==> config.mk <==
export PLATFORM = sky130hd
export DESIGN_NAME = byte_stream_arbiter
export DESIGN_NICKNAME = d
export VERILOG_FILES = /design/src/rtl/byte_arb_pkg.sv /design/src/rtl/byte_packer.sv /design/src/rtl/byte_stream_arbiter.sv
export SDC_FILE = /design/constraint.sdc
export NUM_CORES = 1
export LEC_CHECK = 0
export CORE_AREA = 2 2 84 86
export DETAILED_ROUTE_END_ITERATION = 6
export DIE_AREA = 0 0 86 88
export HOLD_SLACK_MARGIN = 0.02
export PLACE_DENSITY = 0.52
export REMOVE_ABC_BUFFERS = 1
export SYNTH_ARGS = -nofsm -noshare
export SYNTH_HDL_FRONTEND = slang
export SYNTH_HIERARCHICAL = 1
export SYNTH_SLANG_ARGS = --single-unit
==> constraint.sdc <==
create_clock -name clock -period 1.7 [get_ports clock]
set_clock_uncertainty 0.2 [all_clocks]
set_input_delay 0.17 -clock clock [delete_from_list [all_inputs] [get_ports clock]]
set_output_delay 0.17 -clock clock [all_outputs]
set_load 0.01 [all_outputs]
==> src/rtl/byte_arb_pkg.sv <==
// Shared types and constants for the two-requester byte-packing arbiter.
package byte_arb_pkg;

  localparam int BYTE_W = 8;

  typedef enum logic [1:0] {
    ST_IDLE    = 2'd0,
    ST_COLLECT = 2'd1,
    ST_EMIT    = 2'd2
  } arb_state_t;

  // Width that can hold every value from 0 up to and including bpw.
  function automatic int count_width(input int bpw);
    return $clog2(bpw + 1);
  endfunction

endpackage

==> src/rtl/byte_packer.sv <==
// Shift register that packs bytes MSB-lane first, plus a count of bytes packed.
module byte_packer
  import byte_arb_pkg::*;
#(
  parameter int BYTES_PER_WORD = 4,
  parameter int WORD_W         = BYTE_W * BYTES_PER_WORD,
  parameter int CNT_W          = count_width(BYTES_PER_WORD)
) (
  input  logic              clock,
  input  logic              clear,
  input  logic              load_en,
  input  logic [BYTE_W-1:0] byte_in,
  output logic [WORD_W-1:0] word_out,
  output logic [CNT_W-1:0]  count_out
);

  logic [WORD_W-1:0] r_word;
  logic [CNT_W-1:0]  r_count;

  always_ff @(posedge clock) begin
    if (clear) begin
      r_word  <= '0;
      r_count <= '0;
    end else if (load_en) begin
      r_word  <= {r_word[WORD_W-BYTE_W-1:0], byte_in};
      r_count <= r_count + CNT_W'(1);
    end
  end

  assign word_out  = r_word;
  assign count_out = r_count;

endmodule

==> src/rtl/byte_stream_arbiter.sv <==
// Round-robin arbiter that locks onto one byte requester until a full word
// has been packed, then presents that word downstream.
module byte_stream_arbiter
  import byte_arb_pkg::*;
#(
  parameter int BYTES_PER_WORD = 4
) (
  input  logic                             clock,
  input  logic                             clear,
  input  logic                             req0_valid,
  input  logic [BYTE_W-1:0]                req0_data,
  output logic                             req0_ready,
  input  logic                             req1_valid,
  input  logic [BYTE_W-1:0]                req1_data,
  output logic                             req1_ready,
  output logic                             word_valid,
  output logic [BYTE_W*BYTES_PER_WORD-1:0] word_data,
  output logic                             word_src,
  input  logic                             word_ready,
  output logic [1:0]                       grant
);

  localparam int WORD_W = BYTE_W * BYTES_PER_WORD;
  localparam int CNT_W  = count_width(BYTES_PER_WORD);
  localparam logic [CNT_W-1:0] LAST_IDX = CNT_W'(BYTES_PER_WORD - 1);

  arb_state_t        r_state, w_state_nxt;
  logic              r_src, w_src_nxt;
  logic              r_last_winner, w_last_nxt;
  logic              w_load;
  logic              w_word_done;
  logic              w_owner_valid;
  logic [BYTE_W-1:0] w_owner_data;
  logic [CNT_W-1:0]  w_count;
  logic              w_pack_clear;

  assign w_owner_valid = r_src ? req1_valid : req0_valid;
  assign w_owner_data  = r_src ? req1_data  : req0_data;

  always_ff @(posedge clock) begin
    if (clear) begin
      r_state       <= ST_IDLE;
      r_src         <= 1'b0;
      r_last_winner <= 1'b1;
    end else begin
      r_state       <= w_state_nxt;
      r_src         <= w_src_nxt;
      r_last_winner <= w_last_nxt;
    end
  end

  always_comb begin
    w_state_nxt = r_state;
    w_src_nxt   = r_src;
    w_last_nxt  = r_last_winner;
    w_load      = 1'b0;
    w_word_done = 1'b0;
    case (r_state)
      ST_IDLE: begin
        if (req0_valid || req1_valid) begin
          // On a tie the requester that did not win last time gets the grant.
          w_src_nxt   = (req0_valid && req1_valid) ? ~r_last_winner : req1_valid;
          w_state_nxt = ST_COLLECT;
        end
      end
      ST_COLLECT: begin
        if (w_owner_valid) begin
          w_load = 1'b1;
          if (w_count == LAST_IDX) w_state_nxt = ST_EMIT;
        end
      end
      ST_EMIT: begin
        if (word_ready) begin
          w_last_nxt  = r_src;
          w_word_done = 1'b1;
          w_state_nxt = ST_IDLE;
        end
      end
      default: w_state_nxt = ST_IDLE;
    endcase
  end

  // A transfer on any port happens in a cycle where both valid and ready are
  // high; ready never depends on valid, so it is decided by state alone.
  assign req0_ready = (r_state == ST_COLLECT) && !r_src;
  assign req1_ready = (r_state == ST_COLLECT) &&  r_src;
  assign word_valid = (r_state == ST_EMIT);
  assign word_src   = r_src;
  assign grant      = (r_state == ST_IDLE) ? 2'b00 : {r_src, ~r_src};

  assign w_pack_clear = clear || w_word_done;

  byte_packer #(
    .BYTES_PER_WORD(BYTES_PER_WORD),
    .WORD_W        (WORD_W),
    .CNT_W         (CNT_W)
  ) u_packer (
    .clock    (clock),
    .clear    (w_pack_clear),
    .load_en  (w_load),
    .byte_in  (w_owner_data),
    .word_out (word_data),
    .count_out(w_count)
  );

endmodule

Word-level counts from Yosys, hierarchy flattened
Cells that the tools add are included.
{ "totals": {"elab_cells": 38, "output_inout_bits": 38, "ff_bits": 39} }
{ "classes": {"n_addsub": 1, "bitwise": 2, "n_mux": 13, "n_reduce_logical": 10, "eq_ne": 7} }
{ "op_table": {"columns": ["cell", "n"], "rows": [
  ["2-bit two-way mux", 5],
  ["8-bit two-way mux", 1],
  ["1-bit two-way mux", 6],
  ["2-bit != test (second input constant)", 3],
  ["2-bit case mux with 3 select lines", 1],
  ["2-bit AND reduction", 2],
  ["4-bit AND reduction", 1],
  ["3-bit by 1-bit adder with 3-bit output (second input constant)", 1],
  ["3-bit by 2-bit equality test with 1-bit output (second input constant)", 1],
  ["1-bit logical AND", 3],
  ["2-bit by 1-bit equality test with 1-bit output (second input constant)", 1],
  ["2-bit equality test (second input constant)", 1],
  ["2-bit zero test", 1],
  ["1-bit logical OR", 2],
  ["2-bit by 1-bit != test with 1-bit output (second input constant)", 1],
  ["1-bit inverter", 2],
  ["1-bit zero test", 1]
]} }

Logic depth before layout (Yosys ltp)
{ "depth": {"depth_word": 4, "depth_mapped": 6} }

Cells and area by module
The synthesis kept the hierarchy.
{ "modules_own_cells": {"columns": ["module", "cells_each", "n_inst", "area_each_um2"], "rows": [
  ["byte_packer", 115, 1, 1301.2],
  ["byte_stream_arbiter", 39, 1, 315.3]
]} }

Worst setup path after synthesis
OpenSTA, ideal clock, no wires.
{ "synth_timing": {"path_type": "register to register", "startpoint": "reg r_src (netlist: word_src)", "endpoint": "reg u_packer.r_count[0] (netlist: u_packer/count_out[0])", "path_stages_with_launch": 7, "path_slack_ns": 0.182, "n_path_buf": 2, "required_ns": 1.384, "arrival_ns": 1.202, "cell_sequence": "dfxtp_1 -> mux2i_1 -> nor2_1 -> buf_6 -> buf_12 -> xnor2_1 -> nor2_2"} }
{ "synth_via": {"elab_chain_cells": 3} }
{ "synth_rtl": {"columns": ["element", "line", "rtl"], "rows": [
  ["start, declared", "byte_stream_arbiter.sv:28", "logic r_src, w_src_nxt;"],
  ["start signal, assigned", "byte_stream_arbiter.sv:47", "r_src <= w_src_nxt;"],
  ["1-bit two-way mux", "byte_stream_arbiter.sv:37", "assign w_owner_valid = r_src ? req1_valid : req0_valid;"],
  ["1-bit two-way mux", "byte_stream_arbiter.sv:67", "if (w_owner_valid) begin"],
  ["1-bit two-way mux", "byte_stream_arbiter.sv:58", "case (r_state)"],
  ["named net w_load", "byte_stream_arbiter.sv:30", "logic w_load;"],
  ["end signal, assigned", "byte_packer.sv:26", "r_count <= r_count + CNT_W'(1);"],
  ["end, declared", "byte_packer.sv:18", "logic [CNT_W-1:0] r_count;"]
]} }
The timed path passes the listed nets, and every way through them passes these cells.
A chain may end at the register's enable or synchronous reset.

Worst setup path after layout
{ "layout_timing": {"startpoint": "reg u_packer.r_word[9] (netlist: u_packer/word_out[9])", "endpoint": "out word_data[9]"} }
{ "layout_lines": {"columns": ["element", "line", "rtl"], "rows": [
  ["start, declared", "byte_packer.sv:17", "logic [WORD_W-1:0] r_word;"],
  ["start signal, assigned", "byte_packer.sv:25", "r_word <= {r_word[WORD_W-BYTE_W-1:0], byte_in};"],
  ["end, declared", "byte_stream_arbiter.sv:17", "output logic [BYTE_W*BYTES_PER_WORD-1:0] word_data,"]
]} }
No word-level cell between the ends.

==> results summary <==
The static leakage power came out at between 0.0009 and 0.001 uW. The number of hold-slack violations in the final timing report came out at 0. The maximum level of the CTS H-tree came out at 2. The signal on the critical path passes through clkdlybuf4s50_1. In the routed design, unresolved DRC markers number 0. The maximum VDD drop came out at between 0.4 and 0.5 mV. The post-detailed-routing wire length came out at ~3.4 mm. The total track usage came out at about 9.7%. The clock passes through at most 2 buffers.

The number of gates given a new drive strength after cts is 11. After detailed routing, the average wire length per cell comes to approximately 11 um. The worst-margin pin slew came out at roughly 0.34 ns. The biggest area contributor in the post-synthesis netlist is dfxtp_1. The post-synthesis instance total came out at between 150 and 200.

The worst-skew pair later-pin latency is between 0.2 and 0.3 ns. The internal portion of the total power is 1460 uW. The number of CTS-inserted buffers is 5.

The power per cell area is 783 mW/mm^2. The first detailed-routing pass took 4 iterations. The mean instance size in the synthesized netlist came out at around 10 sq um. The remaining number of nets flagged by the antenna check after routing is 0.

The headroom to the max-slew limit came out at between 70 and 80%. The clock sink total is 39. The worst setup path is of the reg2out kind.

The area of the die came out at around 0.0076 sq mm. Dividing the detail-routed via count by the number of cells gives around 4.2. The worst hold path class is reg2reg.

The most frequent cell after synthesis is nor2_1. TritonCTS built the clock tree. The switching power of the nets is approximately 440 uW. The proportion of synthesized flip-flops having asynchronous set or reset came out at 0%. The achievable frequency came out at 633 MHz. The row count is 30. The detailed router finished its first iteration with 37 violations. For this design, the slowest cell found on the critical path is clkdlybuf4s50_1. Of the total power, the clock network draws approximately 36%. The number of max-cap violations came out at 0. By count the netlist is led by nor2_1 (43), dfxtp_1 (39), mux2i_1 (34). Pin placement for this block handled between 50 and 60 I/O pins. The pre-CTS worst setup slack is -0.0708 ns.

Yosys printed 6 warnings. The number of hold buffers added after CTS came out at 0. The most used flip-flop cell after synthesis is dfxtp_1. The largest net degree at the start of global routing came out at 32. The initial antenna violation count came out at 0.

Grouping stages by cell kind, the critical path spends the most delay in buffers and inverters. Along the worst path, the maximum fanout reaches 3. The type of origin of the critical path is a register. The total of endpoints with negative setup slack in the final report is 0. The number of buffers inserted to repair setup after CTS is 0. The area growth from synthesis to layout is 50.4%.

The die span in y came out at slightly below 90 um. The final cell count without fillers came out at ~300. Data arrives at the worst endpoint at ~1.2 ns. The first-pass GRT wire length is 5.78 mm. In this run the tool buffered the top-level ports with slightly below 60 buffer cells.

By area the synthesized netlist is led by dfxtp_1 (48%), mux2i_1 (21%), nor2_1 (10%), mux2_2 (5.6%), buf_12 (3.7%). Setup slack on the worst reg-to-reg path comes out at 0.15 ns. The final weighted congestion in routability-driven placement is between 0.7 and 0.8. The total area inside the core boundary comes to 0.00664 sq mm. Combinational logic is responsible for 13.9% of the overall power. In the post-route analysis, the smallest setup slack over all paths is between 0.1 and 0.15 ns. The initial core utilization is between 20% and 30%. The root buffer cell is clkbuf_8. The area of the mapped netlist is about 0.0016 sq mm. Clock-pin slew was measured on the worst setup and hold paths at 0.08 ns. After layout, the worst path uses around 93% of the clock period. The number of distinct library cells after synthesis came out at 27. The flip-flop and latch count after synthesis is 39. 0 antenna diodes ended up in the layout. The detailed router placed around 1300 vias in this run.

The half-perimeter wire length after placement is 2.51 mm. After synthesis, flip-flops and latches occupy between 40% and 50% of the total area. The final count of pins violating max slew came out at 0. The number of synthesized flops with an enable pin is 0. After synthesis, the largest area contributor takes up approximately half of total cell area. The via count of the first global-routing pass is approximately 1200. The maximum single-stage delay on the critical path came out at about 0.56 ns. The portion of total power attributed to sequential cells came out at approximately half. The leftover overflow at the end of global routing is 0. In the final layout, the share of cells above drive strength 1 is around 16%.

The worst setup path is captured at a primary output. Setup repair after global routing left no endpoint under its margin. The number of cells in the design after placement is 293. The critical path buffer and inverter count came out at 1. The switching part of the total is between 20% and 30%. The post-layout net count came out at 242. In this run the horizontal extent of the chip is between 80 and 90 um. The flow ran to the end, and the final reports show no timing, DRC or antenna violations. The data required time of the critical path came out at 1.33 ns. The time the final worst path needs with I/O delays and setup came out at 1.58 ns.
state kept, by name, summed over array words and instances, names as in the netlist:
signal              cells
u_packer/word_out      32
word_src                1
r_state                 2
u_packer/count_out      3
r_last_winner           1
cell families after synthesis:
| logic type | after synthesis | share of synthesized area, % |
|---|---|---|
| fa+ha+maj | 1 | 0.774 |
| simple gates | 53 | 13.9 |
| flops | 39 | 48.3 |
| xor+xnor | 1 | 0.542 |
| buf+inv | 11 | 6.42 |
| compound gates | 7 | 3.41 |
| mux | 42 | 26.6 |
layout make-up:
type                       count  area [sq um]
clock buffer                   7          96.3
sequential                    39           787
timing repair buffer          68           686
clock inverter                 1          7.51
fill                         662          4210
tap                           80           100
multi-input combinational    104           747
inverter                       2          7.51
tightest hold or removal path: stages (launching register included):
cell and delay (ns):
dfxtp_1 0.33, nand2_1 0.05, o211ai_1 0.08
power groups by stage:
stage	clock [uW]	combinational (uW)	sequential, uW
floorplan	0	120	983
detailed placement	0	274	977
global route	748	290	960
CTS	715	271	956
global placement	0	273	978
finish	682	265	956
routing by layer:
| metal | part of all wire (%) | vias up | wire (um) | GRT usage (%) |
|---|---|---|---|---|
| met5 | 0 | - | 0 | 0 |
| met3 | 5.1 | 4 | 173 | 3.58 |
| li1 | - | 643 | - | - |
| met4 | 1.3 | 0 | 46 | 4.33 |
| met1 | 48 | 577 | 1630 | 12.3 |
| met2 | 46 | 29 | 1570 | 14.7 |
path summary, 6_finish.rpt:
check	end	startpoint	cells after the start
max	word_data[9]	u_packer/word_out[9]$_SDFFE_PP0P_	1
min	r_last_winner$_SDFFE_PP1P_	r_last_winner$_SDFFE_PP1P_	2
max reg2reg	u_packer/count_out[2]$_SDFFE_PP0P_	word_src$_SDFFE_PP0P_	5
min reg2reg	r_last_winner$_SDFFE_PP1P_	r_last_winner$_SDFFE_PP1P_	2
through the flow:
step	setup TNS [ns]	total power (uW)	hold slack, ns	instance area, sq um	utilization (%)
after CTS	0	1940	0.289	2430	36.6
after floorplan	-66.84	1100	0.0391	1520	-
final	0	1900	0.291	2430	36.6
after global routing	0	2000	0.328	2430	36.6
after detailed placement	-1.27	1250	0.270	2320	34.9
after global placement	-0.911	1250	0.270	2320	34.9
cell usage in the layout, fill, tap and decap left out:
| master | n |
|---|---|
| a21bo_2 | 1 |
| a21o_1 | 1 |
| a21oi_1 | 1 |
| a21oi_2 | 1 |
| a22o_1 | 1 |
| and2b_1 | 1 |
| buf_12 | 3 |
| buf_4 | 7 |
| clkbuf_8 | 7 |
| clkdlybuf4s50_1 | 52 |
| clkinvlp_4 | 1 |
| dfxtp_1 | 36 |
| dfxtp_2 | 2 |
| dfxtp_4 | 1 |
| dlygate4sd2_1 | 6 |
| ha_1 | 1 |
| inv_1 | 2 |
| mux2_2 | 8 |
| mux2i_1 | 34 |
| nand2_1 | 3 |
| nand2b_4 | 1 |
| nand3_1 | 1 |
| nand3b_1 | 1 |
| nand3b_2 | 1 |
| nand4b_1 | 1 |
| nor2_1 | 42 |
| nor2_2 | 1 |
| nor2_4 | 1 |
| o211ai_1 | 1 |
| o31ai_1 | 1 |
| xnor2_1 | 1 |
No activity file was read; power rests on OpenSTA's default activity.
